===== src/rtl/frame_pattern_gen_if.sv =====
// Purpose: groups the pattern generator's control inputs and frame outputs into one bundle.
// Latency: none; this is wiring only.
// Backpressure: none; Cycle from the send stage paces the frames.
// Ports: Go/Cycle/Mode/BaseColor are driven by the master; GRBSeq/Position/Running are driven by the slave (the generator).
interface frame_pattern_gen_if;
  logic         Go;
  logic         Cycle;
  logic [1:0]   Mode;
  logic [23:0]  BaseColor;
  logic [119:0] GRBSeq;
  logic [2:0]   Position;
  logic         Running;

  modport master (
    output Go, Cycle, Mode, BaseColor,
    input  GRBSeq, Position, Running
  );

  modport slave (
    input  Go, Cycle, Mode, BaseColor,
    output GRBSeq, Position, Running
  );
endinterface


===== src/rtl/frame_pattern_gen.sv =====
// Purpose: 5-LED GRB frame generator (off / solid / scanner / chase) stepped by frame-done strobes.
// Latency: GRBSeq updates one clk after RUN entry or after the Cycle edge that steps the pattern.
// Backpressure: none; the pattern holds between Cycle edges, so a frame never changes mid-send.
// Ports: clk, reset (sync, active-high); bus (slave): Go, Cycle, Mode, BaseColor in; GRBSeq, Position, Running out.
module frame_pattern_gen #(
  parameter logic [7:0] FRAMES_PER_STEP = 8'd4,
  parameter int         NUM_LEDS        = 5
) (
  input  logic          clk,
  input  logic          reset,
  frame_pattern_gen_if.slave bus
);

  typedef enum logic [1:0] {
    IDLE  = 2'd0,
    RUN   = 2'd1,
    BLANK = 2'd2
  } state_t;

  localparam logic [1:0] MODE_SOLID = 2'b01;
  localparam logic [1:0] MODE_SCAN  = 2'b10;
  localparam logic [1:0] MODE_CHASE = 2'b11;

  state_t       state_q, state_d;
  logic         cycle_q;
  logic         cyc_ev;
  logic [7:0]   cnt_q;
  logic         dir_up_q;
  logic [2:0]   pos_q;
  logic [1:0]   mode_l;
  logic [23:0]  color_l;
  logic [119:0] grb_q;

  logic [23:0]  half;
  logic [2:0]   pos_up, pos_dn, chase_prev;
  logic [2:0]   next_pos;
  logic         next_dir_up;
  logic [23:0]  led;
  logic [119:0] pat;

  // A held-high Cycle counts once: only the rising edge is an event.
  assign cyc_ev = bus.Cycle & ~cycle_q;

  assign half = {1'b0, color_l[23:17], 1'b0, color_l[15:9], 1'b0, color_l[7:1]};

  // Out-of-range neighbours (pos+1 = 5, pos-1 wrapping to 7) never match an
  // LED index, so scanner trails clip at the strip ends without extra checks.
  assign pos_up     = pos_q + 3'd1;
  assign pos_dn     = pos_q - 3'd1;
  assign chase_prev = (pos_q == 3'd0) ? 3'd4 : pos_dn;

  // FSM state register
  always_ff @(posedge clk) begin
    if (reset) state_q <= IDLE;
    else       state_q <= state_d;
  end

  // FSM next state; Go is ignored in BLANK so the strip finishes a blank frame.
  always_comb begin
    state_d = state_q;
    case (state_q)
      IDLE:    if (bus.Go) state_d = RUN;
      RUN:     if (!bus.Go) state_d = BLANK;
      BLANK:   if (cyc_ev) state_d = IDLE;
      default: state_d = IDLE;
    endcase
  end

  // Next position on a step. Off and solid modes walk like the scanner; the
  // position is not visible in their frames.
  always_comb begin
    next_pos    = pos_q;
    next_dir_up = dir_up_q;
    if (mode_l == MODE_CHASE) begin
      next_pos = (pos_q == 3'd4) ? 3'd0 : pos_up;
    end else if (dir_up_q) begin
      if (pos_q == 3'd4) begin
        next_pos    = 3'd3;
        next_dir_up = 1'b0;
      end else begin
        next_pos = pos_up;
      end
    end else begin
      if (pos_q == 3'd0) begin
        next_pos    = 3'd1;
        next_dir_up = 1'b1;
      end else begin
        next_pos = pos_dn;
      end
    end
  end

  // Frame pattern from the latched mode/colour; LED0 sits in the top 24 bits.
  always_comb begin
    pat = '0;
    led = '0;
    for (int i = 0; i < NUM_LEDS; i++) begin
      led = '0;
      case (mode_l)
        MODE_SOLID: led = color_l;
        MODE_SCAN: begin
          if (3'(i) == pos_q)                          led = color_l;
          else if (3'(i) == pos_up || 3'(i) == pos_dn) led = half;
        end
        MODE_CHASE: begin
          if (3'(i) == pos_q)           led = color_l;
          else if (3'(i) == chase_prev) led = half;
        end
        default: led = '0;
      endcase
      pat[(NUM_LEDS-1-i)*24 +: 24] = led;
    end
  end

  // Datapath. A Cycle edge in the clk Go falls is not a step: the RUN branch
  // below requires Go, and the FSM leaves RUN on that same edge.
  always_ff @(posedge clk) begin
    if (reset) begin
      cycle_q  <= 1'b0;
      cnt_q    <= '0;
      dir_up_q <= 1'b1;
      pos_q    <= '0;
      mode_l   <= '0;
      color_l  <= '0;
      grb_q    <= '0;
    end else begin
      cycle_q <= bus.Cycle;
      grb_q   <= (state_q == RUN) ? pat : '0;
      if (state_q == IDLE && bus.Go) begin
        pos_q    <= '0;
        dir_up_q <= 1'b1;
        cnt_q    <= '0;
        mode_l   <= bus.Mode;
        color_l  <= bus.BaseColor;
      end else if (state_q == RUN && bus.Go && cyc_ev) begin
        if (cnt_q == FRAMES_PER_STEP - 8'd1) begin
          cnt_q    <= '0;
          pos_q    <= next_pos;
          dir_up_q <= next_dir_up;
          mode_l   <= bus.Mode;
          color_l  <= bus.BaseColor;
        end else begin
          cnt_q <= cnt_q + 8'd1;
        end
      end
    end
  end

  assign bus.GRBSeq   = grb_q;
  assign bus.Position = pos_q;
  assign bus.Running  = (state_q == RUN);

endmodule


===== src/flat_wrapper.sv =====
// flat-port wrapper written by rule: the top's interface ports become plain ports
module frame_pattern_gen_flat 
#(
  parameter logic [7:0] FRAMES_PER_STEP = 8'd4,
  parameter int         NUM_LEDS        = 5
)
  (clk, reset, bus_Go, bus_Cycle, bus_Mode, bus_BaseColor, bus_GRBSeq, bus_Position, bus_Running);
  frame_pattern_gen_if bus_i ();
  input  logic clk;
  input  logic reset;
  input wire logic [$bits(bus_i.Go)-1:0] bus_Go;
  input wire logic [$bits(bus_i.Cycle)-1:0] bus_Cycle;
  input wire logic [$bits(bus_i.Mode)-1:0] bus_Mode;
  input wire logic [$bits(bus_i.BaseColor)-1:0] bus_BaseColor;
  output wire logic [$bits(bus_i.GRBSeq)-1:0] bus_GRBSeq;
  output wire logic [$bits(bus_i.Position)-1:0] bus_Position;
  output wire logic [$bits(bus_i.Running)-1:0] bus_Running;
  assign bus_i.Go = bus_Go;
  assign bus_i.Cycle = bus_Cycle;
  assign bus_i.Mode = bus_Mode;
  assign bus_i.BaseColor = bus_BaseColor;
  assign bus_GRBSeq = bus_i.GRBSeq;
  assign bus_Position = bus_i.Position;
  assign bus_Running = bus_i.Running;
  frame_pattern_gen #(.FRAMES_PER_STEP(FRAMES_PER_STEP), .NUM_LEDS(NUM_LEDS)) u_core (.clk(clk), .reset(reset), .bus(bus_i));
endmodule

===== config.mk =====
export PLATFORM = sky130hd
export DESIGN_NAME = frame_pattern_gen_flat
export DESIGN_NICKNAME = d
export VERILOG_FILES = /design/src/rtl/frame_pattern_gen_if.sv /design/src/rtl/frame_pattern_gen.sv /design/src/flat_wrapper.sv
export SDC_FILE = /design/constraint.sdc
export NUM_CORES = 1
export LEC_CHECK = 0
export ABC_AREA = 0
export ABC_CLOCK_PERIOD_IN_PS = 2600
export CELL_PAD_IN_SITES_DETAIL_PLACEMENT = 1
export CELL_PAD_IN_SITES_GLOBAL_PLACEMENT = 1
export CORE_MARGIN = 3
export CORE_UTILIZATION = 37
export DETAILED_ROUTE_END_ITERATION = 6
export HOLD_SLACK_MARGIN = 0.1
export PLACE_DENSITY = 0.84
export SYNTH_ARGS = -nofsm -noshare
export SYNTH_HDL_FRONTEND = slang
export SYNTH_SLANG_ARGS = --single-unit

===== constraint.sdc =====
create_clock -name clk -period 2.6 [get_ports clk]
set_input_delay 0.52 -clock clk [delete_from_list [all_inputs] [get_ports clk]]
set_output_delay 0.52 -clock clk [all_outputs]
set_load 0.005 [all_outputs]

==> flow_summary.json, run 1 <==
{
  "switching_power_w": 0.001317,
  "final_hold_viol_count": 0,
  "clock_skew_ps": 11.29,
  "violations": "design-rule violations",
  "cts_tree": "done",
  "grt_usage": 0.2292,
  "yosys_register_bits": 161,
  "power_frac_comb": 0.057,
  "final_layout_size_suffix_gt1_frac": 0.08911,
  "ys.flop_type": "dfxtp_1",
  "layout_common_cells": "dfxtp_1, clkdlybuf4s50_1, nand2_1, nor2_1, a21oi_1",
  "setup_viol": 0,
  "startpoint_type": "flop",
  "io_pins": 154,
  "grt_pass1_wl_mm": 36.37,
  "dpl.hpwl_mm": 15.85,
  "crit_type": "flop to flop",
  "die-area_um2": 19870,
  "clk_latency_ps": 440,
  "rsz0062_at_grt": "true",
  "worst_pin_slew_ps": 1291,
  "clkSlewWorstSetupHoldPaths_ps": 60,
  "synthCells": 773,
  "rows": 48,
  "synth_warnings": 0,
  "fin_crit_sh": 0.9166,
  "p_per_area_nw_per_um2": 583.9,
  "vdd_ir_drop_max_uv": 570.2,
  "cap_violations": 0,
  "place.gp.congestion": 0.8881,
  "power_switching_share": 0.2481,
  "area_growth_pct": 34.88,
  "layout_setup_ws_ps": 216.7,
  "synth_area_leaders": "dfxtp_1, nand2_1, nor2_1, a22oi_1, a21oi_1",
  "crit_required_ps": 2970,
  "async_flop_share": 0,
  "fp.dieH_um": 141.0,
  "yosys.area_share.adder": 0.01299,
  "antenna_cells": 0,
  "drt_iter0_drc": 648,
  "final_util": 0.5184,
  "worst_hold_slack_ps": 535.2,
  "tns_ps": 0,
  "power.internal_w": 0.003991,
  "initial_core_util": 0.3843,
  "synth_edf_count": 0,
  "post-synth-top-area-cell": "dfxtp_1",
  "clkPwrFrac": 0.454,
  "synth_top_family_by_area": "compound AO/OA/AOI/OAI gates",
  "pwr-share-seq": 0.490,
  "seq_area_frac_synth": 0.4782,
  "fillers": 2001,
  "cts_made_buffers": 17,
  "crit_path_max_fanout": 20,
  "numPortBuffers": 153,
  "antenna_found_initial": 0,
  "vias_per_cell": 5.768,
  "place_ws_ps": 16.54,
  "synth_xor_area_frac": 0.01040,
  "cts_sinks": 161,
  "wire_per_inst_um": 20.19,
  "num_vias": 6541,
  "layout_min_cycle_time_ps": 2383,
  "synth_compound_area_frac": 0.2606,
  "synth_area_per_cell_um2": 8.720,
  "die_w_um": 141.0,
  "post-place-cells": 1104,
  "layout.cells.non_filler": 1134,
  "hp-class": "flop to flop",
  "synthMuxAreaShare": 0.006126,
  "totalWireLength_mm": 22.89,
  "synth_cell_types": 60,
  "endpoint_kind": "flop",
  "power.leakage_nw": 3.149,
  "maxSlewViolCount": 0,
  "grt_pass1_vias": 6476,
  "ant_nets": 0,
  "fmax_mhz": 419.6,
  "crit_arrival_ps": 2750,
  "coreArea_um2": 17540,
  "drcViolationCount": 8,
  "grt_max_degree": 51,
  "synth_nets": 810,
  "synth-simple-area-share": 0.1708,
  "drt_first_pass_iters": 7,
  "synth_area_um2": 6740,
  "slew_headroom": 0.1378,
  "nets": 935,
  "final_common_cell": "dfxtp_1",
  "yosysTopAreaCellShare": 0.4782,
  "overflow": 0,
  "h-tree-depth": 4,
  "cts_buffer_depth": 2,
  "clock-root-buffer": "clkbuf_16",
  "status": "complete, but fails checks"
}
kinds of logic (layout without fill, tap and decap cells):
group / after synthesis / in the layout
and+or+nand+nor: 260 / 260
AOI/OAI and AO/OA: 240 / 240
DFF: 161 / 161
buffers and inverters: 93 / 229
xor gates and xnor gates: 8 / 8
adders and majority gates: 7 / 7
muxes: 4 / 4
final cells by class:
class                           count  area [µm²]  area share
Timing Repair Buffer              193        1869      0.2056
Clock inverter                     10       106.4     0.01170
Sequential cell                   161        3224      0.3547
Tap cell                          225       281.5     0.03097
Inverter                            6       22.52    0.002477
Multi-Input combinational cell    519        3131      0.3443
Clock buffer                       20       456.7     0.05023
final timing paths:
path,startpoint,endpoint,slack [ps],cells past startpoint
max,u_core.bus.Position[1]$_SDFFE_PP0P_,u_core.bus.GRBSeq[67]$_SDFF_PP0_,220,10
min,u_core.state_q[1]$_SDFFE_PP0P_,u_core.state_q[1]$_SDFFE_PP0P_,540,2
max reg2reg,u_core.bus.Position[1]$_SDFFE_PP0P_,u_core.bus.GRBSeq[67]$_SDFF_PP0_,220,10
min reg2reg,u_core.state_q[1]$_SDFFE_PP0P_,u_core.state_q[1]$_SDFFE_PP0P_,540,2
power groups by stage:
stage / Combinational [W] / Sequential, W / Clock, W
finish: 0.000300 / 0.00260 / 0.00241
CTS: 0.000298 / 0.00260 / 0.00244
global placement: 0.000287 / 0.00265 / 0
global route: 0.000329 / 0.00260 / 0.00255
detailed placement: 0.000294 / 0.00265 / 0
floorplan: 0.000230 / 0.00257 / 0
per-layer routing:
| layer | track usage | vias up | routed length [µm] |
|---|---|---|---|
| li1 | - | 3044 | - |
| met1 | 0.3030 | 3203 | 10190 |
| met2 | 0.3702 | 258 | 10890 |
| met3 | 0.04817 | 36 | 1343 |
| met4 | 0.08414 | 0 | 474 |
| met5 | 0 | - | 0 |
worst max-delay path: stages, from the launching register on:
cell	delay (ps)
dfxtp_1	420
inv_1	110
ha_1	240
buf_4	170
buf_4	150
nand2b_1	140
a21oi_1	230
mux2i_1	110
o22ai_1	240
buf_4	290
a22o_1	210
what timing repair did:
item,CTS,global route
resized for setup,1,1
setup endpoints to repair,2,3
hold buffers,0,0
setup buffers,0,0
cell usage after synthesis, types with 5 or more instances:
cell type and count:
a222oi_1 8, o21ai_0 27, nand2b_1 9, nor2_1 86, clkbuf_1 55, nor2b_1 11, nand2_1 104, a22o_1 23
ha_1 7, nor3_1 9, nand3_1 9, a22oi_1 38, xor2_1 5, inv_1 5, buf_1 6, dfxtp_1 161
a221o_1 21, nand4_1 6, buf_2 19, a21oi_1 52, a211oi_1 16, a32oi_1 29
state kept, by name, summed over array words and instances (netlist names), named ones only:
register / cells
u_core.state_q: 2
u_core.cycle_q: 1
u_core.color_l: 24
u_core.cnt_q: 8
u_core.mode_l: 2
u_core.bus.GRBSeq: 120
u_core.bus.Position: 3
stage by stage:
step	power [W]	area (µm²)
after detailed placement	0.002944	8519
after floorplan	0.002802	6740
after CTS	0.005332	9089
after global routing	0.005480	9091
after global placement	0.002933	8519
final	0.005309	9091
Note: power is estimated with default switching activity, not from simulation.
==> inputs of run 2 (changes only) <==
--- a/config.mk
+++ b/config.mk
@@ -6,14 +6,15 @@
 export NUM_CORES = 1
 export LEC_CHECK = 0
 export ABC_AREA = 0
-export ABC_CLOCK_PERIOD_IN_PS = 2600
+export ABC_CLOCK_PERIOD_IN_PS = 2050
 export CELL_PAD_IN_SITES_DETAIL_PLACEMENT = 1
 export CELL_PAD_IN_SITES_GLOBAL_PLACEMENT = 1
 export CORE_MARGIN = 3
-export CORE_UTILIZATION = 37
+export CORE_UTILIZATION = 34
 export DETAILED_ROUTE_END_ITERATION = 6
 export HOLD_SLACK_MARGIN = 0.1
-export PLACE_DENSITY = 0.84
+export PLACE_DENSITY = 0.82
+export SLEW_MARGIN = 15
 export SYNTH_ARGS = -nofsm -noshare
 export SYNTH_HDL_FRONTEND = slang
 export SYNTH_SLANG_ARGS = --single-unit
==> constraint.sdc (replaced) <==
create_clock -name clk -period 2.05 [get_ports clk]
set_input_delay 0.41 -clock clk [delete_from_list [all_inputs] [get_ports clk]]
set_output_delay 0.41 -clock clk [all_outputs]
set_load 0.005 [all_outputs]
==> flow_summary.json, run 2 (synthesized netlist as in run 1, its figures left out) <==
{
  "status": "complete, but fails checks",
  "violations": "negative setup slack",
  "h-tree-depth": 4,
  "largest_reg_flops": 120,
  "rsz0062_at_grt": "true",
  "rows": 50,
  "coreArea_um2": 19080,
  "fp.dieH_um": 146.8,
  "grt_pass1_vias": 6950,
  "regArea_um2": 3233,
  "final_layout_size_suffix_gt1_frac": 0.1670,
  "overflow": 0,
  "place.gp.congestion": 0.8697,
  "initial_core_util": 0.3532,
  "wire_per_inst_um": 21.55,
  "endpoint_kind": "flop",
  "p_per_area_nw_per_um2": 707.3,
  "totalWireLength_mm": 26.12,
  "fillers": 2132,
  "worst_hold_slack_ps": 527.6,
  "clk_latency_ps": 440,
  "tns_ps": -106.2,
  "final_common_cell": "dfxtp_1",
  "layout.cells.non_filler": 1212,
  "place_area_um2": 8900,
  "final_util": 0.5149,
  "cts_tree": "done",
  "cap_violations": 0,
  "antenna_cells": 0,
  "cts_buffer_depth": 2,
  "vias_per_cell": 5.695,
  "fin_crit_sh": 1.021,
  "top_usage_layer": "met2",
  "layout_min_cycle_time_ps": 2093,
  "layout_common_cells": "dfxtp_1, clkdlybuf4s50_1, nand2_1, nor2_1, buf_4",
  "power.leakage_nw": 3.430,
  "met1_usage": 0.2819,
  "clock-root-buffer": "clkbuf_16",
  "clkSlewWorstSetupHoldPaths_ps": 70,
  "hp-class": "input port to flop",
  "antenna_found_initial": 0,
  "startpoint_type": "flop",
  "numPortBuffers": 153,
  "grt_use_met3": 0.04411,
  "ant_nets": 0,
  "worst_pin_slew_ps": 836.9,
  "grt_use_met2": 0.3989,
  "grt_usage": 0.2299,
  "crit_type": "flop to flop",
  "nets": 976,
  "drt_first_pass_iters": 7,
  "drcViolationCount": 0,
  "crit_required_ps": 2360,
  "clock_skew_ps": 12.33,
  "die_w_um": 146.8,
  "dpl.hpwl_mm": 16.96,
  "fmax_mhz": 477.9,
  "maxSlewViolCount": 0,
  "io_pins": 154,
  "grt_max_degree": 44,
  "layout_setup_ws_ps": -42.52,
  "crit_path_max_fanout": 5,
  "cts_sinks": 161,
  "grt_pass1_wl_mm": 39.58,
  "r2r_slack_ps": -40,
  "multiInputGateArea_um2": 3328,
  "drt_iter0_drc": 569,
  "slew_headroom": 0.4413,
  "cts_made_buffers": 17,
  "final_hold_viol_count": 0,
  "num_vias": 6902,
  "die-area_um2": 21550,
  "area_growth_pct": 45.76,
  "setup_viol": 8,
  "post-place-cells": 1171,
  "crit_arrival_ps": 2410,
  "vdd_ir_drop_max_uv": 636.2,
  "finalInstanceArea_um2": 9824
}
run 2: layout make-up:
type | instances | share of cell area
clock buffer | 17 | 0.04330
clock inverter | 15 | 0.01694
inverter | 6 | 0.002802
multi-input combinational | 519 | 0.3388
sequential | 161 | 0.3291
tap | 260 | 0.03311
timing repair buffer | 234 | 0.2360
run 2: what timing repair did:
item	in CTS	in global routing
gates resized for setup	19	44
gates cloned	1	3
buffers inserted	3	3
pin swaps	6	14
hold buffers	0	0
endpoints found under the setup margin	83	96
run 2: per-layer routing:
layer / up-vias / share of wire
li1: 3123 / -
met1: 3387 / 0.40
met2: 329 / 0.50
met3: 63 / 0.067
met4: 0 / 0.030
met5: - / 0
run 2: worst max-delay path: stages (launching register included):
cell	delay, ps
dfxtp_4	370
buf_6	130
ha_4	170
buf_6	120
o211ai_1	180
buf_4	180
o31a_1	240
o22ai_4	150
buf_6	170
a22o_1	250
run 2: power by group:
part	leakage, nW	switching (W)	internal [W]	total [W]
clock	0.282	0.00149	0.00173	0.00322
combinational	1.84	0.000242	0.000186	0.000427
sequential	1.30	0.000139	0.00316	0.00330
total	3.43	0.00187	0.00508	0.00695
run 2: final timing paths:
check,from,endpoint,depth (start not counted)
worst max-delay path,u_core.bus.Position[0]$_SDFFE_PP0P_,u_core.bus.GRBSeq[68]$_SDFF_PP0_,9
worst min-delay path,bus_BaseColor[2],u_core.color_l[2]$_SDFFE_PP0P_,3
worst max register to register,u_core.bus.Position[0]$_SDFFE_PP0P_,u_core.bus.GRBSeq[68]$_SDFF_PP0_,9
worst min register to register,u_core.cnt_q[1]$_SDFFE_PP0P_,u_core.cnt_q[1]$_SDFFE_PP0P_,2
run 2: through the flow:
| step | total power (W) | setup slack [ps] |
|---|---|---|
| after floorplan | 0.003552 | 5.921 |
| after global placement | 0.003749 | -281.6 |
| after detailed placement | 0.003765 | -349.4 |
| after CTS | 0.006949 | 7.243 |
| after global routing | 0.007164 | -101.4 |
| final | 0.006949 | -42.52 |
==> inputs of run 3 (changes only) <==
--- a/config.mk
+++ b/config.mk
@@ -5,7 +5,6 @@
 export SDC_FILE = /design/constraint.sdc
 export NUM_CORES = 1
 export LEC_CHECK = 0
-export ABC_AREA = 0
 export ABC_CLOCK_PERIOD_IN_PS = 2050
 export CELL_PAD_IN_SITES_DETAIL_PLACEMENT = 1
 export CELL_PAD_IN_SITES_GLOBAL_PLACEMENT = 1
==> results of run 3 <==
The final DEF is identical to that of run 2; final timing and power are the same.
